`src/rtl/fifo_arb_pkg.sv`:
```
// Package: fifo_arb_pkg
// Types and helpers that the read-side FIFO arbiter and its round-robin picker share.
//   arb_state_e : arbiter FSM state (IDLE = no grant, GRANT = one queue owns the stream)
//   qw()        : queue-id width, max(1, $clog2(nq))
package fifo_arb_pkg;

  typedef enum logic {
    IDLE  = 1'b0,
    GRANT = 1'b1
  } arb_state_e;

  function automatic int unsigned qw(input int unsigned nq);
    return (nq > 2) ? $clog2(nq) : 1;
  endfunction

endpackage

```
`src/rtl/rr_picker.sv`:
```
// Module: rr_picker
// Combinational rotating-priority picker. The search starts at the entry after i_last,
// so the most recent owner has the lowest priority.
// Ports:
//   i_req  [NQ]  request vector (eligible queues)
//   i_last [QW]  index of the previous owner
//   o_any        at least one request is set
//   o_pick [QW]  first requester found at i_last+1, i_last+2, ... mod NQ
module rr_picker
  import fifo_arb_pkg::*;
#(
  parameter  int unsigned NQ = 4,
  localparam int unsigned QW = qw(NQ)
) (
  input  logic [NQ-1:0] i_req,
  input  logic [QW-1:0] i_last,
  output logic          o_any,
  output logic [QW-1:0] o_pick
);

  logic [QW-1:0] w_idx;

  always_comb begin
    o_any  = 1'b0;
    o_pick = '0;
    w_idx  = '0;
    // k runs 1..NQ so that i_last itself is checked last.
    for (int unsigned k = 1; k <= NQ; k++) begin
      w_idx = QW'((32'(i_last) + k) % NQ);
      if (!o_any && i_req[w_idx]) begin
        o_any  = 1'b1;
        o_pick = w_idx;
      end
    end
  end

endmodule

```
`src/rtl/fifo_rd_arbiter.sv`:
```
// Module: fifo_rd_arbiter
// Read-side scheduler for NQ async-FIFO read ports in the read clock domain. Grants one
// non-empty, enabled queue at a time in round-robin order, keeps the grant for up to
// BURST words, pulses the owner's rinc and registers the word into a valid/ready stream
// tagged with the source queue id.
// Ports:
//   i_rclk      read-domain clock
//   i_rrst      synchronous active-high reset
//   i_q_en      per-queue enable mask
//   i_rempty    per-queue empty flags
//   i_rdata     per-queue read data, queue q at [q*DSIZE +: DSIZE]
//   o_rinc      per-queue read increment, one-hot or zero
//   o_m_valid   output word valid
//   i_m_ready   downstream accept
//   o_m_data    output word
//   o_m_qid     source queue of o_m_data
//   o_busy      a grant is active
module fifo_rd_arbiter
  import fifo_arb_pkg::*;
#(
  parameter  int unsigned NQ    = 4,
  parameter  int unsigned DSIZE = 8,
  parameter  int unsigned BURST = 4,
  localparam int unsigned QW    = qw(NQ)
) (
  input  logic                i_rclk,
  input  logic                i_rrst,
  input  logic [NQ-1:0]       i_q_en,
  input  logic [NQ-1:0]       i_rempty,
  input  logic [NQ*DSIZE-1:0] i_rdata,
  output logic [NQ-1:0]       o_rinc,
  output logic                o_m_valid,
  input  logic                i_m_ready,
  output logic [DSIZE-1:0]    o_m_data,
  output logic [QW-1:0]       o_m_qid,
  output logic                o_busy
);

  localparam int unsigned BW = $clog2(BURST) + 1;

  arb_state_e       r_state;
  arb_state_e       w_state_nxt;
  logic [QW-1:0]    r_owner;
  logic [QW-1:0]    r_last;
  logic [BW-1:0]    r_burst_cnt;
  logic             r_m_valid;
  logic [DSIZE-1:0] r_m_data;
  logic [QW-1:0]    r_m_qid;

  logic [NQ-1:0]    w_eligible;
  logic             w_own_elig;
  logic             w_load;
  logic             w_last_beat;
  logic             w_release;
  logic             w_any;
  logic [QW-1:0]    w_pick;
  logic [DSIZE-1:0] w_rdata [NQ];

  for (genvar g = 0; g < NQ; g++) begin : g_rdata_split
    assign w_rdata[g] = i_rdata[g*DSIZE +: DSIZE];
  end

  assign w_eligible  = i_q_en & ~i_rempty;
  assign w_own_elig  = w_eligible[r_owner];
  // A word moves only when the output register is empty or being drained this cycle.
  assign w_load      = (r_state == GRANT) && w_own_elig && (!r_m_valid || i_m_ready);
  assign w_last_beat = (r_burst_cnt == BW'(BURST - 1));
  // A stall leaves w_load low and w_own_elig high, so it can never cause a release.
  assign w_release   = (r_state == GRANT) && ((w_load && w_last_beat) || !w_own_elig);

  rr_picker #(
    .NQ (NQ)
  ) u_rr_picker (
    .i_req  (w_eligible),
    .i_last (r_last),
    .o_any  (w_any),
    .o_pick (w_pick)
  );

  // FSM state register
  always_ff @(posedge i_rclk) begin
    if (i_rrst) begin
      r_state <= IDLE;
    end else begin
      r_state <= w_state_nxt;
    end
  end

  // FSM next state
  always_comb begin
    w_state_nxt = r_state;
    unique case (r_state)
      IDLE:    if (w_any) w_state_nxt = GRANT;
      GRANT:   if (w_release) w_state_nxt = IDLE;
      default: w_state_nxt = IDLE;
    endcase
  end

  // FSM outputs; rinc is gated by reset so no pop happens while the arbiter is cleared.
  always_comb begin
    o_rinc = '0;
    if (w_load && !i_rrst) begin
      o_rinc[r_owner] = 1'b1;
    end
    o_busy = (r_state != IDLE);
  end

  // Grant owner, round-robin history and burst counter
  always_ff @(posedge i_rclk) begin
    if (i_rrst) begin
      r_owner     <= '0;
      r_last      <= QW'(NQ - 1);
      r_burst_cnt <= '0;
    end else begin
      unique case (r_state)
        IDLE: begin
          if (w_any) begin
            r_owner     <= w_pick;
            r_burst_cnt <= '0;
          end
        end
        GRANT: begin
          if (w_release) begin
            r_last      <= r_owner;
            r_burst_cnt <= '0;
          end else if (w_load) begin
            r_burst_cnt <= r_burst_cnt + 1'b1;
          end
        end
        default: r_burst_cnt <= '0;
      endcase
    end
  end

  // Output stream register
  always_ff @(posedge i_rclk) begin
    if (i_rrst) begin
      r_m_valid <= 1'b0;
      r_m_data  <= '0;
      r_m_qid   <= '0;
    end else if (w_load) begin
      r_m_valid <= 1'b1;
      r_m_data  <= w_rdata[r_owner];
      r_m_qid   <= r_owner;
    end else if (i_m_ready) begin
      r_m_valid <= 1'b0;
    end
  end

  assign o_m_valid = r_m_valid;
  assign o_m_data  = r_m_data;
  assign o_m_qid   = r_m_qid;

endmodule

```
`config.mk`:
```
export PLATFORM = sky130hd
export DESIGN_NAME = fifo_rd_arbiter
export DESIGN_NICKNAME = d
export VERILOG_FILES = /design/src/rtl/fifo_arb_pkg.sv /design/src/rtl/rr_picker.sv /design/src/rtl/fifo_rd_arbiter.sv
export SDC_FILE = /design/constraint.sdc
export NUM_CORES = 1
export LEC_CHECK = 0
export ABC_AREA = 0
export CAP_MARGIN = 10
export CORE_MARGIN = 4
export CORE_UTILIZATION = 45
export DETAILED_ROUTE_END_ITERATION = 6
export GPL_TIMING_DRIVEN = 0
export PLACE_DENSITY = 0.88
export SETUP_SLACK_MARGIN = 0.4
export SLEW_MARGIN = 5
export SYNTH_ARGS = -nofsm -noshare
export SYNTH_HDL_FRONTEND = slang
export SYNTH_SLANG_ARGS = --single-unit
```
`constraint.sdc`:
```
create_clock -name i_rclk -period 2.6 [get_ports i_rclk]
set_input_delay 0.26 -clock i_rclk [delete_from_list [all_inputs] [get_ports i_rclk]]
set_output_delay 0.26 -clock i_rclk [all_outputs]
set_load 0.02 [all_outputs]
```
After elaboration in Yosys (flattened, before gate mapping)
Cells that the tools add are included.
Storage, ports and cells
  flip-flop bits (word level): 19
  input bits: 43
  output and inout bits: 16
Cells by class
  reductions and logical operators: 21
  order comparisons: 7
  bitwise gates (word level): 4
  multiplexer cells: 33
  equal/unequal tests: 3
  $add $sub $neg: 5
Operators with widths (count)
  $bmux W8 S2: 1
  $mux W8: 2
  $lt A2 B3 Y1 const B: 5
  $mux W1: 14
  $bmux W1 S2: 5
  $logic_and A1 B1 Y1: 9
  $mux W3: 3
  $mux W2: 4
  $logic_not A1 Y1: 6
  $pmux W3 S2: 1
  $reduce_and A2 Y1: 3
  $add A2 B1 Y2 const B: 2
  $add A2 B2 Y2 const B: 2
  $and A4 B4 Y4: 1
  $mux W4: 1
  $not A4 Y4: 1
  $add A3 B1 Y3 const B: 1
  $eq A3 B2 Y1 const B: 1
  $ge A3 B3 Y1 const B: 1
  $ne A3 B1 Y1 const B: 1
  $not A2 Y3: 1
  $demux W1 S2: 1
  $ge A2 B1 Y1 const B: 1
  $logic_or A1 B1 Y1: 2
  4 further kinds: 4

Logic depth before layout (Yosys ltp)
Gate-level depths: netlist (run 1).
  word-level depth: 16
  mapped depth: 6
  mapped depth without buffers: 5

Cells and area by module
Synthesis (run 1) repeated with hierarchy kept, for this count alone.
Unflattened totals
  cells, all modules: 134
  area total of the unflattened synthesis: 1231.2 um^2
Modules (own cells, without submodules)
  fifo_rd_arbiter: cells an instance 120, instances 1, area an instance 1139.8 um^2, sequential area each 380.4 um^2
  rr_picker: cells an instance 14, instances 1, area an instance 91.3 um^2, sequential area each 0.0 um^2

Worst setup path after synthesis (run 1)
No wires, ideal clock.
  path kind: register to output
  start point: register r_owner[1]
  end point: output o_rinc[1]
  arrival time: 1.747 ns
  required time: 2.340 ns
  cell stages (with the launch flop): 5
  path slack: 0.593 ns
  cell sequence: dfxtp_1 buf_2 mux4_2 nand3_2 nor4b_1
Between the ends
  word-level cells in the longest chain between the ends: 6
  elaborated cells on any way between the ends: 11
Ends and longest elaborated chain
  start, declared: RTL line fifo_rd_arbiter.sv:43  | logic [QW-1:0] r_owner;
  start signal, assigned: RTL line fifo_rd_arbiter.sv:118  | r_owner <= w_pick;
  branches (longest 5 deep; another with $lt A2 B3 Y1)
  $mux W4 *: RTL line fifo_rd_arbiter.sv:102  | if (w_load && !i_rrst) begin
  end, declared: RTL line fifo_rd_arbiter.sv:31  | output logic [NQ-1:0] o_rinc,
Mark *: on every way between the ends. The select of a mux whose other input is x is not followed.

Worst setup path after layout (run 1)
  start point: input i_q_en[1]
  end point: output o_rinc[1]
Between the ends
  word-level cells in the longest chain between the ends: 7
Ends and longest elaborated chain
  start, declared: RTL line fifo_rd_arbiter.sv:28  | input logic [NQ-1:0] i_q_en,
  $and A4 B4 Y4: RTL line fifo_rd_arbiter.sv:63  | assign w_eligible = i_q_en & ~i_rempty;
  $bmux W1 S2: RTL line fifo_rd_arbiter.sv:64  | assign w_own_elig = w_eligible[r_owner];
  $mux W1 (not written as such): RTL line fifo_rd_arbiter.sv:64
  $logic_and A1 B1 Y1 (2 in series): RTL line fifo_rd_arbiter.sv:66  | assign w_load = (r_state == GRANT) && w_own_elig && (!r_m_valid || i_m_ready);
  $logic_and A1 B1 Y1: RTL line fifo_rd_arbiter.sv:102
  $mux W4: RTL line fifo_rd_arbiter.sv:102
No other way between the ends. The select of a mux whose other input is x is not followed.

==> summary.md, run 1 <==
| Metric | Value |
|---|---|
| Status | `completed` |
| Vias in the first global route | `1,509` |
| Vias per Instance | `6.23` |
| Mapped Cells | `142` |
| Syn. warnings | `0` |
| Die Wd | `62.9 µm` |
| Average size of a mapped cell | `9.56 µm²` |
| Fmax | `475 MHz` |
| Pwr per Cell Area | `400 mW/mm²` |
| Register bit total from synthesis | `19` |
| Slew headroom | `64.9%` |
| Total CTS buffers | `3` |
| CTS tree | `yes` |
| MaxCap Viol Count | `0` |
| Root Buffer | `clkbuf_4` |
| RSZ-0062 raised after global routing | `false` |
| WHS Path Cells | `2` |
| Final wirelength | `4.33 mm` |
| Crit-path slowest cell | `clkdlybuf4s50_1` |
| Worst Min Path Start | `o_m_data[1]$_SDFFE_PP0P_` |
| Longest Clk Path Bufs | `2` |
| I/O Pins | `59` |
| Clock slew at the register clock pins of the worst setup and hold paths | `0.10 ns` |
| Drt drc | `0` |
| Placed Area | `0.00197 mm²` |
| Setup ws final | `0.496 ns` |
| Max FO, Critical Path | `5` |
| Worst Path Arrival | `1.84 ns` |
| Starting DRT DRC Count | `77` |
| Number of synthesized flops with an enable pin | `0` |
| Starting Density | `48.0%` |
| HPWL Detailed | `3.28 mm` |
| CTS sink cnt | `19` |
| Design Area, Final | `0.00205 mm²` |
| Die ar. | `0.00396 mm²` |
| Cell Chain, Critical Path | `clkdlybuf4s50_1, nor2b_2, mux4_2, nand3_4, nor4b_4, buf_4` |
| Via Count | `1,471` |
| Top_reg_cell synth | `dfxtp_1` |
| Critical path class | `in -> out` |
| Buf/Inv on CP | `2` |
| Worst setup EP type | `primary output` |
| Pleak | `0.728 nW` |
| Final hold vios | `0` |
| Placer Congestion | `0.879` |
| Largest net degree at the start of global routing | `11` |
| Final nets | `251` |
| Fin crit period | `2.10 ns` |
| Die Y | `62.9 µm` |
| Area grow syn2layout | `50.8%` |
| Remaining antenna violation count | `0` |
| Clk_skew | `0.0115 ns` |
| Startpoint types | `input port` |
| R2R Setup Slk | `0.83 ns` |
| Worst skew pair latency | `0.31 ns` |
| Ratio of cells with drive above 1 in the final layout | `20.0%` |
| First-pass GRT wire length | `7.15 mm` |
| Mapped Nets | `187` |
| Initial antenna violation count | `0` |
| Port bufs | `57` |
| Worst hold path type | `reg -> reg` |
| DP Worst Slack | `-0.311 ns` |
| Distinct cells, synth | `39` |
| Reg2reg start | `r_owner[1]$_SDFFE_PP0P_` |
| N_diodes | `0` |
| Post-synthesis cell area | `0.00136 mm²` |
| TritonRoute pass-1 iters | `4` |
| H-tree levels | `1` |
| Final setup viols | `0` |
| Cell Rows | `19` |
| Core Region | `0.00283 mm²` |
| Fillers | `226` |
| Final TNS setup | `0 ns` |
| Crit path max-delay family | `buffers and inverters` |
| Final Max Tran Viols | `0` |
| WL/cell | `18.3 µm` |
| WHS | `0.479 ns` |
| Seq/Total Area, Yosys | `28.0%` |
| Grt ovf | `0` |
| Worst vdd ir | `213 µV` |
| Least-Margin Pin Slew | `0.527 ns` |
| Final period util | `80.9%` |
| Reg2Reg Depth | `5` |
| RR Endpoint | `r_last[0]$_SDFFE_PP1P_` |
| Asr flop ratio synth | `0%` |
| Largest stage delay on the critical path | `0.54 ns` |
| Total GRT Usage | `22.3%` |
| Fin util | `72.4%` |
| WHS Endpoint | `o_m_data[1]$_SDFFE_PP0P_` |
| Req. time, crit path | `2.34 ns` |
| CTS Hold Bufs | `0` |
-- flip-flops by register name, indices dropped and copies added (netlist names) --
| register | flops |
|---|---|
| r_owner | 2 |
| o_m_data | 8 |
| r_burst_cnt | 3 |
| o_m_valid | 1 |
| r_last | 2 |
| o_busy | 1 |
| o_m_qid | 2 |
-- area by class of cell --
cell class | instances | area, µm² | share of cell area [%]
inverter | 2 | 7.51 | 0.367
buffer | 15 | 87.6 | 4.28
multi-input combinational | 106 | 928 | 45.4
clock buffer | 4 | 26.3 | 1.28
timing repair buffer | 59 | 578 | 28.2
tap | 31 | 38.8 | 1.89
sequential | 19 | 380 | 18.6
-- placed cells by master, fill, tap and decap left out, drive strengths merged, types with 4 or more instances in the layout --
cell type / instances
clkdlybuf4s50: 50
dfxtp: 19
a21oi: 15
clkbuf: 13
buf: 12
nand4: 11
nand2b: 11
mux4: 10
o31ai: 9
nor2: 7
mux2i: 6
nor2b: 5
nand3: 4
-- where the power goes --
part	leakage, nW	internal (mW)	switching [mW]
Sequential	0.155	0.309	0.0100
Combinational	0.558	0.180	0.165
Clock	0.0150	0.0599	0.0947
-- how the worst max path moves through the flow --
stage,cells after the start,start,slack [ns],to
final,6,i_q_en[1],0.50,o_rinc[1]
after global routing,6,i_q_en[1],0.39,o_rinc[1]
after CTS,6,i_q_en[2],0.34,o_rinc[1]
after detailed placement,6,i_q_en[2],-0.31,o_rinc[1]
after global placement,6,i_q_en[2],-0.16,o_rinc[2]
after floorplan,4,r_owner[1]$_SDFFE_PP0P_,0.59,o_rinc[1]
-- worst reg2reg max path: stages (launching register included) --
cell	delay, ns
dfxtp_1	0.33
clkbuf_4	0.20
mux4_2	0.59
buf_4	0.19
a21oi_2	0.17
mux2i_1	0.21
-- metal layers --
metal  global-route usage (%)  share of wire [%]
met1                     26.9                 40
met2                     40.6                 51
met3                     4.14                7.0
met4                     4.96                1.8
met5                        0                  0
-- metrics by stage --
step	power (mW)	std cells
floorplan	0.524	142
global placement	0.641	230
detailed placement	0.652	230
CTS	0.803	235
global route	0.854	236
finish	0.819	236
-- synthesized netlist by cell type, types with 5 or more instances --
cell type	count	area [µm²]
dfxtp_1	19	380
a21oi_1	13	65.1
nand4_1	11	68.8
mux4_2	10	225
nand2b_1	9	56.3
o31ai_1	9	67.6
nor2_1	7	26.3
clkbuf_1	6	22.5
mux2i_1	6	60.1
nor2b_1	5	31.3
-- repair_timing --
item | 4_1_cts | 5_1_grt
setup buffers | 1 | 1
resized for setup | 24 | 12
setup endpoints to repair | 4 | 4
pin swaps | 0 | 1
-- logic make-up after synthesis --
kind of cell    synth area share (%)
mux                             21.0
compound gates                  17.4
flops                           28.0
simple gates                    25.1
fa+ha+maj                       1.84
buf+inv                         6.64
(Power assumes the default switching activity.)
==> inputs of run 2 (changes only) <==
--- a/config.mk
+++ b/config.mk
@@ -8,10 +8,10 @@
 export ABC_AREA = 0
 export CAP_MARGIN = 10
 export CORE_MARGIN = 4
-export CORE_UTILIZATION = 45
+export CORE_UTILIZATION = 38
 export DETAILED_ROUTE_END_ITERATION = 6
 export GPL_TIMING_DRIVEN = 0
-export PLACE_DENSITY = 0.88
+export PLACE_DENSITY = 0.79
 export SETUP_SLACK_MARGIN = 0.4
 export SLEW_MARGIN = 5
 export SYNTH_ARGS = -nofsm -noshare
==> constraint.sdc (replaced) <==
create_clock -name i_rclk -period 1.86 [get_ports i_rclk]
set_input_delay 0.186 -clock i_rclk [delete_from_list [all_inputs] [get_ports i_rclk]]
set_output_delay 0.186 -clock i_rclk [all_outputs]
set_load 0.02 [all_outputs]
==> summary.md, run 2 (synthesis gave the netlist of run 1 again) <==
| Metric | Value |
|---|---|
| Status | `completed` |
| WHS Path Cells | `3 (+1)` |
| Die ar. | `0.00459 mm² (+16%)` |
| Least-Margin Pin Slew | `0.524 ns (-0.00258 ns)` |
| CTS Hold Bufs | `0 (unchanged)` |
| Startpoint types | `register` |
| Req. time, crit path | `1.67 ns (-0.67 ns)` |
| I/O Pins | `59 (unchanged)` |
| Clk_skew | `0.00518 ns (-0.00635 ns)` |
| Final setup viols | `0 (unchanged)` |
| WL/cell | `17.1 µm (-6.8%)` |
| Placer Congestion | `0.802 (-8.7%)` |
| Final TNS setup | `0 ns (unchanged)` |
| Initial antenna violation count | `0 (unchanged)` |
| Final nets | `255 (+1.6%)` |
| Grt ovf | `0 (unchanged)` |
| Worst Path Arrival | `1.67 ns (-0.17 ns)` |
| Core Region | `0.00339 mm² (+20%)` |
| Pleak | `0.905 nW (+24%)` |
| Slew headroom | `65.1% (+0.17 points)` |
| Clock slew at the register clock pins of the worst setup and hold paths | `0.12 ns (+0.02 ns)` |
| Worst Min Path Start | `i_rrst` |
| TritonRoute pass-1 iters | `4 (unchanged)` |
| Total CTS buffers | `3 (unchanged)` |
| Fmax | `538 MHz` |
| Reg2reg start | `r_owner[1]$_SDFFE_PP0P_` |
| Fillers | `272 (+20%)` |
| Ratio of cells with drive above 1 in the final layout | `27.8% (+7.8 points)` |
| Total GRT Usage | `19.9% (-2.4 points)` |
| Drt drc | `0 (unchanged)` |
| Via Count | `1,468 (-0.20%)` |
| Dpl cells | `245 (+6.5%)` |
| Root Buffer | `clkbuf_4` |
| Fin crit period | `1.86 ns` |
| HPWL Detailed | `3.29 mm (+0.27%)` |
| Longest Clk Path Bufs | `2 (unchanged)` |
| Max FO, Critical Path | `5 (unchanged)` |
| Non-filler instance count after layout | `255 (+8.1%)` |
| Final wirelength | `4.36 mm (+0.72%)` |
| R2R Setup Slk | `0.15 ns (-0.68 ns)` |
| Power, Total | `1.19 mW (+46%)` |
| RSZ-0062 raised after global routing | `true` |
| Vias in the first global route | `1,526 (+1.1%)` |
| Starting Density | `40.1% (-7.9 points)` |
| Worst setup EP type | `primary output` |
| Final period util | `99.9%` |
| DP Worst Slack | `-0.828 ns (-0.517 ns)` |
| MaxCap Viol Count | `0 (unchanged)` |
| Most frequent cells in the layout | `clkdlybuf4s50_1 (36), dfxtp_1 (17), a21oi_1 (13)` |
| Die Y | `67.8 µm (+7.7%)` |
| Setup ws final | `0.00186 ns (-0.494 ns)` |
| Final hold vios | `0 (unchanged)` |
| Final Max Tran Viols | `0 (unchanged)` |
| Pwr per Cell Area | `537 mW/mm² (+34%)` |
| Placed Area | `0.00205 mm² (+4.4%)` |
| RR Endpoint | `r_burst_cnt[0]$_SDFFE_PP0P_` |
| WHS | `0.413 ns (-0.0662 ns)` |
| Die Wd | `67.8 µm (+7.7%)` |
| Area grow syn2layout | `63.8%` |
| First-pass GRT wire length | `6.92 mm (-3.2%)` |
| Largest net degree at the start of global routing | `12 (+1)` |
| N_diodes | `0 (unchanged)` |
| Port bufs | `57 (unchanged)` |
| Design Area, Final | `0.00222 mm² (+8.6%)` |
| Worst hold path type | `in -> reg` |
| Worst skew pair latency | `0.31 ns (about the same)` |
| H-tree levels | `1 (unchanged)` |
| Worst vdd ir | `224 µV (+5.2%)` |
| Largest register FFs | `8 (unchanged)` |
| Vias per Instance | `5.76 (-7.6%)` |
| CTS sink cnt | `19 (unchanged)` |
| Cell Rows | `21 (+2)` |
| Reg2Reg Depth | `6 (+1)` |
| CTS tree | `yes` |
| Remaining antenna violation count | `0 (unchanged)` |
| Critical path class | `reg -> out` |
| Commonest non-fill, non-tap cell in the layout | `clkdlybuf4s50_1` |
| Starting DRT DRC Count | `73 (-5.2%)` |
| Fin util | `65.6% (-6.8 points)` |
| WHS Endpoint | `r_last[0]$_SDFFE_PP1P_` |
-- run 2: cell count changes in the layout (fill, tap and decap cells not counted), moves of 4 or more --
cell and delta:
dlymetal6s2s_1 +4, o31ai_2 +5, buf_2 -4, o31ai_1 -6
buf_4 +4, dlygate4sd2_1 +10, clkdlybuf4s50_1 -14
-- run 2: area by class of cell --
class	instances	area [µm²]	share of cell area, %
Sequential cell	19	383	17.2
Multi-Input combinational cell	106	1010	45.5
Clock buffer	3	22.5	1.01
Inverter	2	7.51	0.338
Tap cell	46	57.6	2.59
Timing Repair Buffer	63	614	27.6
Buffer	15	123	5.51
Clock inverter	1	5.00	0.225
-- run 2: where the power goes --
group | total [mW] | switching, mW | internal, mW
clock | 0.221 | 0.140 | 0.0803
combinational | 0.524 | 0.248 | 0.276
sequential | 0.450 | 0.0159 | 0.434
total | 1.19 | 0.404 | 0.790
-- run 2: worst max path at each step --
stage	from	to	slack [ns]
floorplan	r_owner[1]$_SDFFE_PP0P_	o_rinc[1]	0.26
global placement	i_q_en[2]	o_rinc[1]	-0.79
detailed placement	i_q_en[2]	o_rinc[1]	-0.83
CTS	r_owner[1]$_SDFFE_PP0P_	o_rinc[2]	-0.007
global route	r_owner[1]$_SDFFE_PP0P_	o_rinc[1]	-0.07
finish	r_owner[1]$_SDFFE_PP0P_	o_rinc[2]	0.002
-- run 2: worst max-delay path, stage by stage, from the launching register on --
cell,delay [ns]
dfxtp_2,0.34
buf_6,0.11
mux4_2,0.37
nand3_4,0.14
nor4b_4,0.23
buf_4,0.18
-- run 2: what timing repair did --
item / 4_1_cts / 5_1_grt
buffers inserted: 5 / 1
pin swaps: 1 / 1
endpoints found under the setup margin: 24 / 29
resized for setup: 47 / 20
-- run 2: per-layer routing --
metal  up-vias  GRT usage [%]  share of wire, %
met5         -              0                 0
met4         0           8.19               2.2
met3         9           2.33               4.6
met2        51           37.8                55
met1       722           22.0                38
li1        686              -                 -
==> inputs of run 3 (changes only) <==
--- a/config.mk
+++ b/config.mk
@@ -7,8 +7,8 @@
 export LEC_CHECK = 0
 export ABC_AREA = 0
 export CAP_MARGIN = 10
-export CORE_MARGIN = 4
 export CORE_UTILIZATION = 38
+export CTS_CLUSTER_SIZE = 10
 export DETAILED_ROUTE_END_ITERATION = 6
 export GPL_TIMING_DRIVEN = 0
 export PLACE_DENSITY = 0.79
==> summary.md, run 3 (synthesis gave the netlist of run 1 again) <==
| Metric | Value |
|---|---|
| Non-filler instance count after layout | `260 (+2.0%)` |
| Final nets | `260 (+2.0%)` |
| Largest register FFs | `8 (unchanged)` |
| Longest Clk Path Bufs | `2 (unchanged)` |
| Die Wd | `61.8 µm (-8.9%)` |
| Critical path class | `reg -> out` |
| Fin crit period | `1.88 ns (+0.0184 ns)` |
| Final period util | `101% (+0.99 points)` |
| Design Area, Final | `0.00239 mm² (+7.5%)` |
| Starting DRT DRC Count | `92 (+26%)` |
| Most frequent cells in the layout | `clkdlybuf4s50_1 (34), dfxtp_1 (17), buf_4 (13)` |
| Final setup viols | `2 (+2)` |
| H-tree levels | `1 (unchanged)` |
| Fmax | `533 MHz (-0.98%)` |
| Worst setup EP type | `primary output` |
| Largest net degree at the start of global routing | `11 (-1)` |
| Failing checks | `negative setup slack` |
| N_diodes | `0 (unchanged)` |
| Drt drc | `0 (unchanged)` |
| Worst hold path type | `in -> reg` |
| Area grow syn2layout | `76.0%` |
| Fillers | `244 (-10%)` |
| First-pass GRT wire length | `6.29 mm (-9.1%)` |
| Via Count | `1,483 (+1.0%)` |
| Core Region | `0.00339 mm² (unchanged)` |
| CTS sink cnt | `19 (unchanged)` |
| Worst vdd ir | `251 µV (+12%)` |
| Final Max Tran Viols | `0 (unchanged)` |
| Clock slew at the register clock pins of the worst setup and hold paths | `0.11 ns (about the same)` |
| Placed Area | `0.00205 mm² (unchanged)` |
| Worst skew pair latency | `0.30 ns (about the same)` |
| Die Y | `61.8 µm (-8.9%)` |
| Slew headroom | `63.7% (-1.4 points)` |
| Worst Path Arrival | `1.69 ns (+0.02 ns)` |
| Setup ws final | `-0.0165 ns (-0.0184 ns)` |
| Placer Congestion | `0.824 (+2.8%)` |
| CTS Hold Bufs | `0 (unchanged)` |
| Total CTS buffers | `3 (unchanged)` |
| Commonest non-fill, non-tap cell in the layout | `clkdlybuf4s50_1` |
| RSZ-0062 raised after global routing | `true` |
| Port bufs | `57 (unchanged)` |
| Final wirelength | `4.46 mm (+2.4%)` |
| Fin util | `70.5% (+4.9 points)` |
| MaxCap Viol Count | `0 (unchanged)` |
| Least-Margin Pin Slew | `0.545 ns (+0.0205 ns)` |
| Root Buffer | `clkbuf_4` |
| Initial antenna violation count | `0 (unchanged)` |
| WL/cell | `17.2 µm (+0.40%)` |
| Status | `finished, violations left` |
| Cell Rows | `21 (unchanged)` |
| Vias per Instance | `5.70 (-0.92%)` |
| Pleak | `0.956 nW (+5.7%)` |
| Total GRT Usage | `22.8% (+2.9 points)` |
| DP Worst Slack | `-0.843 ns (-0.0144 ns)` |
| Vias in the first global route | `1,339 (-12%)` |
| Remaining antenna violation count | `0 (unchanged)` |
| Pwr per Cell Area | `530 mW/mm² (-1.3%)` |
| Clk_skew | `0.000514 ns (-0.00467 ns)` |
| CTS tree | `yes` |
| Starting Density | `40.1% (unchanged)` |
| Die ar. | `0.00382 mm² (-17%)` |
| I/O Pins | `59 (unchanged)` |
| Dpl cells | `245 (unchanged)` |
| Final TNS setup | `-0.0173 ns (-0.0173 ns)` |
| Startpoint types | `register` |
| Ratio of cells with drive above 1 in the final layout | `31.8% (+4.0 points)` |
| Max FO, Critical Path | `5 (unchanged)` |
| Grt ovf | `0 (unchanged)` |
| TritonRoute pass-1 iters | `4 (unchanged)` |
| Final hold vios | `0 (unchanged)` |
| HPWL Detailed | `3.01 mm (-8.6%)` |
| Req. time, crit path | `1.67 ns (about the same)` |
[run 3: changes by cell type in the layout (fill, tap and decap cells not counted), sizes merged]
cell	change
buf	+6
clkdlybuf4s50	-2
dlygate4sd2	+2
clkinv	-1
[run 3: final timing paths]
check / slack, ns / startpoint / cells past startpoint / end
setup reg to reg: 0.13 / r_owner[1]$_SDFFE_PP0P_ / 7 / o_m_data[4]$_SDFFE_PP0P_
hold reg to reg: 0.48 / o_m_qid[0]$_SDFFE_PP0P_ / 2 / o_m_qid[0]$_SDFFE_PP0P_
setup / recovery: -0.02 / r_owner[1]$_SDFFE_PP0P_ / 5 / o_rinc[2]
hold / removal: 0.38 / i_rrst / 3 / r_last[0]$_SDFFE_PP1P_
[run 3: cell type report]
class,count,area (µm²),share of cell area [%]
inverter,2,7.51,0.314
sequential,19,383,16.0
multi-input combinational,106,1120,46.7
tap,46,57.6,2.41
buffer,15,113,4.71
timing repair buffer,68,687,28.7
clock buffer,4,26.3,1.10
[run 3: per-layer routing]
metal  routed length, µm  track usage (%)  vias up
met1                1760             26.8      718
met2                2430             42.2       58
met3                 190             2.90        8
met5                   0                0        -
met4                  75             8.25        0
li1                    -                -      699
[run 3: repair_timing]
item                                    CTS  global route
setup buffers                             7             3
endpoints found under the setup margin   25            28
gates cloned                              0             1
gates resized for setup                  54            34
pin swaps                                 4            11
[run 3: through the flow]
step | hold WS, ns | power, mW
finish | 0.379 | 1.27
global route | 0.439 | 1.33
CTS | 0.358 | 1.19
detailed placement | 0.461 | 0.932
global placement | 0.454 | 0.920
floorplan | 0.452 | 0.755
[run 3: worst max-delay path, stage by stage, from the launching register on]
cell and delay, ns:
dfxtp_2 0.33, buf_6 0.11, mux4_2 0.39, nand3_4 0.14
nor4b_4 0.24, buf_4 0.18
[run 3: power breakdown]
part	internal, mW	total, mW	switching (mW)
clock	0.0837	0.216	0.133
combinational	0.315	0.598	0.283
sequential	0.434	0.452	0.0187
total	0.833	1.27	0.435
